`config.mk`:
```
export PLATFORM = sky130hd
export DESIGN_NAME = psg_audio_mixer
export DESIGN_NICKNAME = d
export VERILOG_FILES = /design/src/rtl/psg_audio_mixer.sv
export SDC_FILE = /design/constraint.sdc
export NUM_CORES = 1
export LEC_CHECK = 0
export BUFFER_PORTS_ARGS = -buffer_cell sky130_fd_sc_hd__buf_2
export CELL_PAD_IN_SITES_DETAIL_PLACEMENT = 0
export CELL_PAD_IN_SITES_GLOBAL_PLACEMENT = 2
export CORE_MARGIN = 2
export CORE_UTILIZATION = 39
export CTS_CLUSTER_DIAMETER = 100
export DETAILED_ROUTE_END_ITERATION = 10
export GPL_TIMING_DRIVEN = 1
export PLACE_DENSITY = 0.83
export RECOVER_POWER = 50
export SETUP_SLACK_MARGIN = 0.2
export SKIP_CTS_REPAIR_TIMING = 1
export SYNTH_ARGS = -nofsm -noshare
export SYNTH_HDL_FRONTEND = slang
export SYNTH_SLANG_ARGS = --single-unit
```
`constraint.sdc`:
```
create_clock -name CLK -period 5.8 [get_ports CLK]
set_clock_uncertainty 0.05 [all_clocks]
set_input_delay 1.16 -clock CLK [delete_from_list [all_inputs] [get_ports CLK]]
set_output_delay 1.16 -clock CLK [all_outputs]
set_load 0.02 [all_outputs]
```
`src/rtl/psg_audio_mixer.sv`:
```
// Stereo mixer for the two Mockingboard PSGs: box-filter decimation to 16-bit signed PCM
// behind a one-deep valid/ready register. Define PSG_MIX_DCBLOCK_EN to add a DC-blocking stage.
module psg_audio_mixer #(
    parameter int DECIM_LOG2 = 5
) (
    input  logic        CLK,
    input  logic        RESET,
    input  logic        CE,
    input  logic        MUTE,
    input  logic [7:0]  L_A,
    input  logic [7:0]  L_B,
    input  logic [7:0]  L_C,
    input  logic [7:0]  R_A,
    input  logic [7:0]  R_B,
    input  logic [7:0]  R_C,
    output logic [15:0] SAMPLE_L,
    output logic [15:0] SAMPLE_R,
    output logic        SAMPLE_VALID,
    input  logic        SAMPLE_READY,
    output logic        OVERRUN
);

    localparam int ACC_W = 10 + DECIM_LOG2;

    logic [DECIM_LOG2-1:0] win_cnt;
    logic [ACC_W-1:0]      acc_l, acc_r;
    logic [ACC_W-1:0]      tot_l, tot_r;
    logic [9:0]            sum_l, sum_r;
    logic [9:0]            avg_l, avg_r;
    logic                  pend;
    logic                  win_end;
    logic                  load;
    logic [15:0]           load_l, load_r;

    // avg*85 - 32768 via shift-add; the product never exceeds 17 bits
    function automatic logic [15:0] to_pcm(input logic [9:0] u);
        logic [16:0] p;
        p = {1'b0, u, 6'b0} + {3'b0, u, 4'b0} + {5'b0, u, 2'b0} + {7'b0, u};
        return 16'(p - 17'd32768);
    endfunction

    assign sum_l   = {2'b0, L_A} + {2'b0, L_B} + {2'b0, L_C};
    assign sum_r   = {2'b0, R_A} + {2'b0, R_B} + {2'b0, R_C};
    assign tot_l   = acc_l + ACC_W'(sum_l);
    assign tot_r   = acc_r + ACC_W'(sum_r);
    assign win_end = CE && (&win_cnt);

    always_ff @(posedge CLK) begin
        if (RESET) begin
            win_cnt <= '0;
            acc_l   <= '0;
            acc_r   <= '0;
            avg_l   <= '0;
            avg_r   <= '0;
        end else if (CE) begin
            win_cnt <= win_cnt + 1'b1;
            if (win_end) begin
                avg_l <= 10'(tot_l >> DECIM_LOG2);
                avg_r <= 10'(tot_r >> DECIM_LOG2);
                acc_l <= '0;
                acc_r <= '0;
            end else begin
                acc_l <= tot_l;
                acc_r <= tot_r;
            end
        end
    end

    always_ff @(posedge CLK) begin
        if (RESET)
            pend <= 1'b0;
        else if (win_end)
            pend <= 1'b1;
        else if (pend)
            pend <= 1'b0;
    end

`ifdef PSG_MIX_DCBLOCK_EN
    logic        pend2;
    logic [15:0] x_l, x_r;
    logic signed [17:0] xp_l, xp_r, yp_l, yp_r, y_l, y_r;

    function automatic logic signed [17:0] dc_step(input logic [15:0] x,
                                                   input logic signed [17:0] xp,
                                                   input logic signed [17:0] yp);
        return {{2{x[15]}}, x} - xp + yp - (yp >>> 8);
    endfunction

    function automatic logic [15:0] sat16(input logic signed [17:0] y);
        if (y > 18'sd32767)
            return 16'h7FFF;
        else if (y < -18'sd32768)
            return 16'h8000;
        else
            return y[15:0];
    endfunction

    assign y_l = dc_step(x_l, xp_l, yp_l);
    assign y_r = dc_step(x_r, xp_r, yp_r);

    // Filter history tracks the unsaturated result and keeps running while muted
    always_ff @(posedge CLK) begin
        if (RESET) begin
            pend2 <= 1'b0;
            x_l   <= '0;
            x_r   <= '0;
            xp_l  <= -18'sd32768;
            xp_r  <= -18'sd32768;
            yp_l  <= '0;
            yp_r  <= '0;
        end else begin
            pend2 <= pend;
            if (pend) begin
                x_l <= to_pcm(avg_l);
                x_r <= to_pcm(avg_r);
            end
            if (pend2) begin
                xp_l <= {{2{x_l[15]}}, x_l};
                xp_r <= {{2{x_r[15]}}, x_r};
                yp_l <= y_l;
                yp_r <= y_r;
            end
        end
    end

    assign load   = pend2;
    assign load_l = MUTE ? 16'h0000 : sat16(y_l);
    assign load_r = MUTE ? 16'h0000 : sat16(y_r);
`else
    assign load   = pend;
    assign load_l = MUTE ? 16'h0000 : to_pcm(avg_l);
    assign load_r = MUTE ? 16'h0000 : to_pcm(avg_r);
`endif

    // A fresh load always wins over a transfer, so VALID never drops for a new sample
    always_ff @(posedge CLK) begin
        if (RESET) begin
            SAMPLE_L     <= '0;
            SAMPLE_R     <= '0;
            SAMPLE_VALID <= 1'b0;
            OVERRUN      <= 1'b0;
        end else if (load) begin
            SAMPLE_L     <= load_l;
            SAMPLE_R     <= load_r;
            SAMPLE_VALID <= 1'b1;
            if (SAMPLE_VALID && !SAMPLE_READY)
                OVERRUN <= 1'b1;
        end else if (SAMPLE_VALID && SAMPLE_READY) begin
            SAMPLE_VALID <= 1'b0;
        end
    end

endmodule

```
Word-level counts from Yosys, hierarchy flattened
Cells that the tools add are included.
W data, S select, Z words.
{"block": "word_totals", "ff_bits": 90, "inputBits": 53, "output_inout_bits": 34, "wordCells": 40}
{"block": "op_classes", "n_addsub": 15, "mux": 7, "reduce_logical": 8}
{"operator": "$add A16 B10 Y16", "count": 2}
{"operator": "$add A16 B12 Y16", "count": 2}
{"operator": "$add A16 B14 Y16", "count": 2}
{"operator": "$mux W16", "count": 2}
{"operator": "$sub A16 B16 Y16 const B", "count": 2}
{"operator": "$add A15 B10 Y15", "count": 2}
{"operator": "$mux W15", "count": 2}
{"operator": "$add A9 B8 Y10", "count": 2}
{"operator": "$add A8 B8 Y9", "count": 2}
{"operator": "$add A5 B1 Y5 const B", "count": 1}
{"operator": "$reduce_and A5 Y1", "count": 1}
{"operator": "$reduce_and A2 Y1", "count": 2}
{"operator": "$logic_and A1 B1 Y1", "count": 3}
{"operator": "$mux W1", "count": 3}
{"operator": "$reduce_bool A2 Y1", "count": 1}
{"operator": "$logic_not A1 Y1", "count": 1}

Longest topological paths before layout
{"block": "depth", "word_depth": 5, "depth_mapped": 12, "ltp_nobuf": 12}

Least setup slack after synthesis
Ideal clock, no wire load.
{"block": "synth_timing", "kind": "in2reg", "startpoint": "in L_A[1]", "endpoint": "reg acc_l[11]", "setup_time_ns": 0.106, "arrival_time_ns": 4.047, "path_slack_ns": 1.598, "path_stages": 12, "cell_sequence": "inv_1 -> fa_1 -> fa_1 -> inv_1 -> ha_1 -> fa_1 -> a21o_1 -> a21oi_1 -> o211ai_1 -> o211a_1 -> or4_1 -> o311ai_0"}
{"block": "synth_via", "elab_chain_len": 4}
{"element": "start: declaration", "line": "10", "text": "input logic [7:0] L_A,"}
{"element": "$add A8 B8 Y9", "line": "42", "text": "assign sum_l = {2'b0, L_A} + {2'b0, L_B} + {2'b0, L_C};"}
{"element": "$add A9 B8 Y10", "line": "42"}
{"element": "$add A15 B10 Y15", "line": "44", "text": "assign tot_l = acc_l + ACC_W'(sum_l);"}
{"element": "$mux W15", "line": "57", "text": "if (win_end) begin"}
{"element": "end signal: assignment", "line": "63", "text": "acc_l <= tot_l;"}
{"element": "end: declaration", "line": "26", "text": "logic [ACC_W-1:0] acc_l, acc_r;"}
Every way passes these cells.
A chain may end at the register's enable or synchronous reset.

Worst setup path after layout
Ends and elaborated chain as after synthesis.

==> impl_summary.md <==
Outcome
The flow ran to the end, but the final reports show violations. The checks that failed: max-capacitance violations, max-slew violations.

Cells and area
In the final layout, the share of cells above drive strength 1 is 0.0841. Summing all flip-flop and latch instances after layout gives 0.00180 mm^2. The layout has 1786 filler cells. The multi-input combinational cells in the finished layout cover a total of 0.00457 mm^2.

The area overhead of the layout relative to synthesis is 12.5%. In the layout the commonest cells are inv_1, dfxtp_1, ha_1. The most frequent standard cell in the layout excluding fill and tap cells is inv_1. The repair_antennas step left the layout with diodes totalling 0. The post-layout net count is 1041. After the flow finishes, the layout carries non-filler instances totaling 1093.

Setup path
In this run the register-to-register setup slack is 2430 ps. The endpoint of the most critical register-to-register path is SAMPLE_R[15]$_SDFFE_PP0P_. Data arrives at the worst endpoint at 4330 ps.

The peak per-stage delay on the critical path is 520 ps. The cell with the most instances on the worst path is fa_1. The highest net fanout along the worst path is 4.

The worst setup path is launched from an input pin. The type of destination of the critical path is a register. Traced cell by cell, the critical path runs through buf_2 -> inv_1 -> fa_1 -> fa_1 -> inv_1 -> ha_1 -> fa_1 -> a21o_1 -> a21oi_1 -> o211ai_1 -> o211a_1 -> or4_1 -> o311ai_0. For the worst setup path, the data required time is 5990 ps. The cell depth of the worst flop-to-flop path is 10. The kind of critical path is in2reg. The startpoint identified for the worst register-to-register timing path is avg_r[7]$_SDFFE_PP0P_. The cell with the biggest individual delay on the critical path is fa_1.

Yosys
In this run the cell area of the synthesized design comes to 0.00698 mm^2. The number of warnings printed during yosys synthesis is 0. The number of different library cells used by synthesis comes to 54. The flop and latch count out of synthesis is 90. The most used flip-flop cell after synthesis is dfxtp_1. Counting flops with a built-in enable in the synthesized netlist gives 0. For this run, asynchronously set or reset flops after synthesis account for 0. The synthesized netlist cell count is 793.

The net count after synthesis is 970. A synthesized cell averages 8.80 um^2. Of the synthesized area, sequential elements account for 0.258.

Worst hold path
The path with the worst hold slack has its endpoint at SAMPLE_R[15]$_SDFFE_PP0P_. The worst min-delay path category is reg2reg. The startpoint identified for the worst hold timing path is SAMPLE_R[15]$_SDFFE_PP0P_. Counting instances, the worst hold path has a depth of 1.

Routing
The first detailed-routing pass ran for 4 iterations. The remaining routing DRC violations is 0. In this run the remaining antenna-violating nets after routing total 0. After the first detailed-routing iteration, the DRC count stood at 201. The ratio of routed vias to standard cells is 4.93. The routed via count is 5385. Dividing the detail-routed wire length by the instance count gives 13.3 um.

For this block, the routed nets add up to 14.6 mm of wire.

Clock tree
The TritonCTS clock tree is built. At the later pin of the worst-skew pair, clock insertion delay measures 350 ps. The number of H-tree levels is 3.

The CTS buffer count is 9. The tree built by TritonCTS fans out to 90 sinks. The maximum count of clock buffers along a single path is 2. Clock tree synthesis selected as its root buffer the cell clkbuf_16. The clock-pin slew on the worst setup and hold paths is 70 ps.

Place
The final RePlAce weighted congestion is 0.838. Detailed placement finished with a half-perimeter wire length of 11.3 mm. The number of buffers inserted by port buffering is 86. The number of cells in the design after placement is 1078.

Flow run
Across the run, the number of max-cap violations was 1.

STA
After layout, the minimum clock period comes to 4140 ps. For the final routed database, the setup TNS stands at 0 ps. The count of endpoints failing hold in the final timing report is 0. The post-route fraction of the period consumed by the critical path is 0.714. The minimum hold slack is 416 ps. The count of final setup violators is 0. The highest clock frequency the design can meet is 241 MHz. The transition time of the tightest slew-check pin is 2020 ps. The final number of max-transition violations was 45.

The worst slew slack as a fraction of its limit is -0.345. Setup repair after global routing left no endpoint under its margin.

Global routing
The via count of the first global-routing pass is 5277. The total overflow reported by the global router is 0. The initial antenna violation count is 0. The first global-routing pass estimated 24.6 mm of wire. Entering global routing, the biggest net connects 71 pins. The total global-route track usage is 0.163.

Pwr
The peak ir drop on the vdd network is 0.166 mV. Total power for the finished layout comes to 2.17 mW. Power spread over the standard cell area amounts to 276 mW/mm^2. Summed over all cells, the static leakage comes to 3.86 nW.

Floorplan
The core region is 0.0174 mm^2. The count of pins on the block boundary is 87. In this run the horizontal extent of the chip is 138 um.

The floorplan die area is 0.0190 mm^2. From bottom edge to top edge, the die measures 138 um. The floorplan has 48 rows. The initial utilization of the core area, before any placement, comes to 0.401.
## synth_stat cells (8+ instances only)
| library cell | count | share of area |
|---|---|---|
| nand2b_1 | 14 | 0.013 |
| ha_1 | 74 | 0.13 |
| o21ai_0 | 24 | 0.017 |
| a31oi_1 | 8 | 0.0072 |
| nor2_1 | 66 | 0.035 |
| nand2_1 | 26 | 0.014 |
| nand3b_1 | 11 | 0.012 |
| xnor2_1 | 20 | 0.025 |
| a21oi_1 | 41 | 0.029 |
| mux2i_1 | 8 | 0.011 |
| clkbuf_1 | 28 | 0.015 |
| xor2_1 | 23 | 0.029 |
| a21o_1 | 15 | 0.016 |
| nor2b_1 | 21 | 0.019 |
| o21a_1 | 8 | 0.0086 |
| dfxtp_1 | 90 | 0.26 |
| a211oi_1 | 17 | 0.018 |
| a22o_1 | 12 | 0.015 |
| fa_1 | 50 | 0.14 |
| inv_1 | 135 | 0.073 |
| or3_1 | 14 | 0.013 |
| o211ai_1 | 8 | 0.0086 |
## through the flow
| stage | util | area (um^2) | worst slack, ps |
|---|---|---|---|
| floorplan | - | 6980 | 1600 |
| global placement | 0.437 | 7600 | 1360 |
| detailed placement | 0.437 | 7600 | 1290 |
| CTS | 0.454 | 7900 | 1670 |
| global route | 0.451 | 7860 | 1440 |
| finish | 0.451 | 7860 | 1660 |
## cell families (layout without fill, tap and decap cells)
group           Yosys count  in the layout  synth area share
xor+xnor                 43             43            0.0539
mux                       8              8            0.0115
buf+inv                 163            238            0.0876
fa+ha+maj               124            124             0.276
compound gates          184            184             0.182
simple gates            181            181             0.131
flops                    90             90             0.258
## sequential cells by signal, indices dropped and copies added, names as in the netlist
signal,count
OVERRUN,1
SAMPLE_L,16
load,1
acc_r,15
SAMPLE_VALID,1
win_cnt,5
acc_l,15
avg_l,10
SAMPLE_R,16
avg_r,10
## worst max-delay path, delay by kind of cell
kind                     cells  cell delay (ps)
AO/OA/AOI/OAI                5              970
adder cells (fa/ha/maj)      4             1640
buffers and inverters        3              150
AND/OR/NAND/NOR              1              400
## report_power, final
part	switching [mW]	leakage [nW]	total (mW)	internal [mW]
clock network	0.255	0.149	0.601	0.346
registers	0.0208	0.729	0.686	0.665
logic	0.515	2.99	0.883	0.368
## final cells by class
class	instances	area share
clock buffer	10	0.0304
clock inverter	5	0.00780
inverter	135	0.0645
multi-input combinational	540	0.581
sequential	90	0.229
tap	225	0.0358
timing repair buffer	88	0.0508
## routing by layer
| layer | GRT usage | wire length (um) | vias up |
|---|---|---|---|
| li1 | - | - | 2814 |
| met1 | 0.217 | 7310 | 2473 |
| met2 | 0.271 | 6470 | 86 |
| met3 | 0.0327 | 605 | 12 |
| met4 | 0.0437 | 199 | 0 |
| met5 | 0 | 0 | - |
## worst max-delay path by stage
stage,cells after the start,slack (ps),to,start
3_5_place_dp,13,1290,acc_l[11]$_SDFFE_PP0P_,L_A[1]
5_1_grt,13,1440,acc_l[11]$_SDFFE_PP0P_,L_A[1]
6_report,13,1660,acc_l[11]$_SDFFE_PP0P_,L_A[1]
3_3_place_gp,13,1360,acc_l[11]$_SDFFE_PP0P_,L_A[1]
2_1_floorplan,12,1600,acc_l[11]$_SDFFE_PP0P_,L_A[1]
4_1_cts,13,1670,acc_l[11]$_SDFFE_PP0P_,L_A[1]
Power figures use the tool's default switching activity.
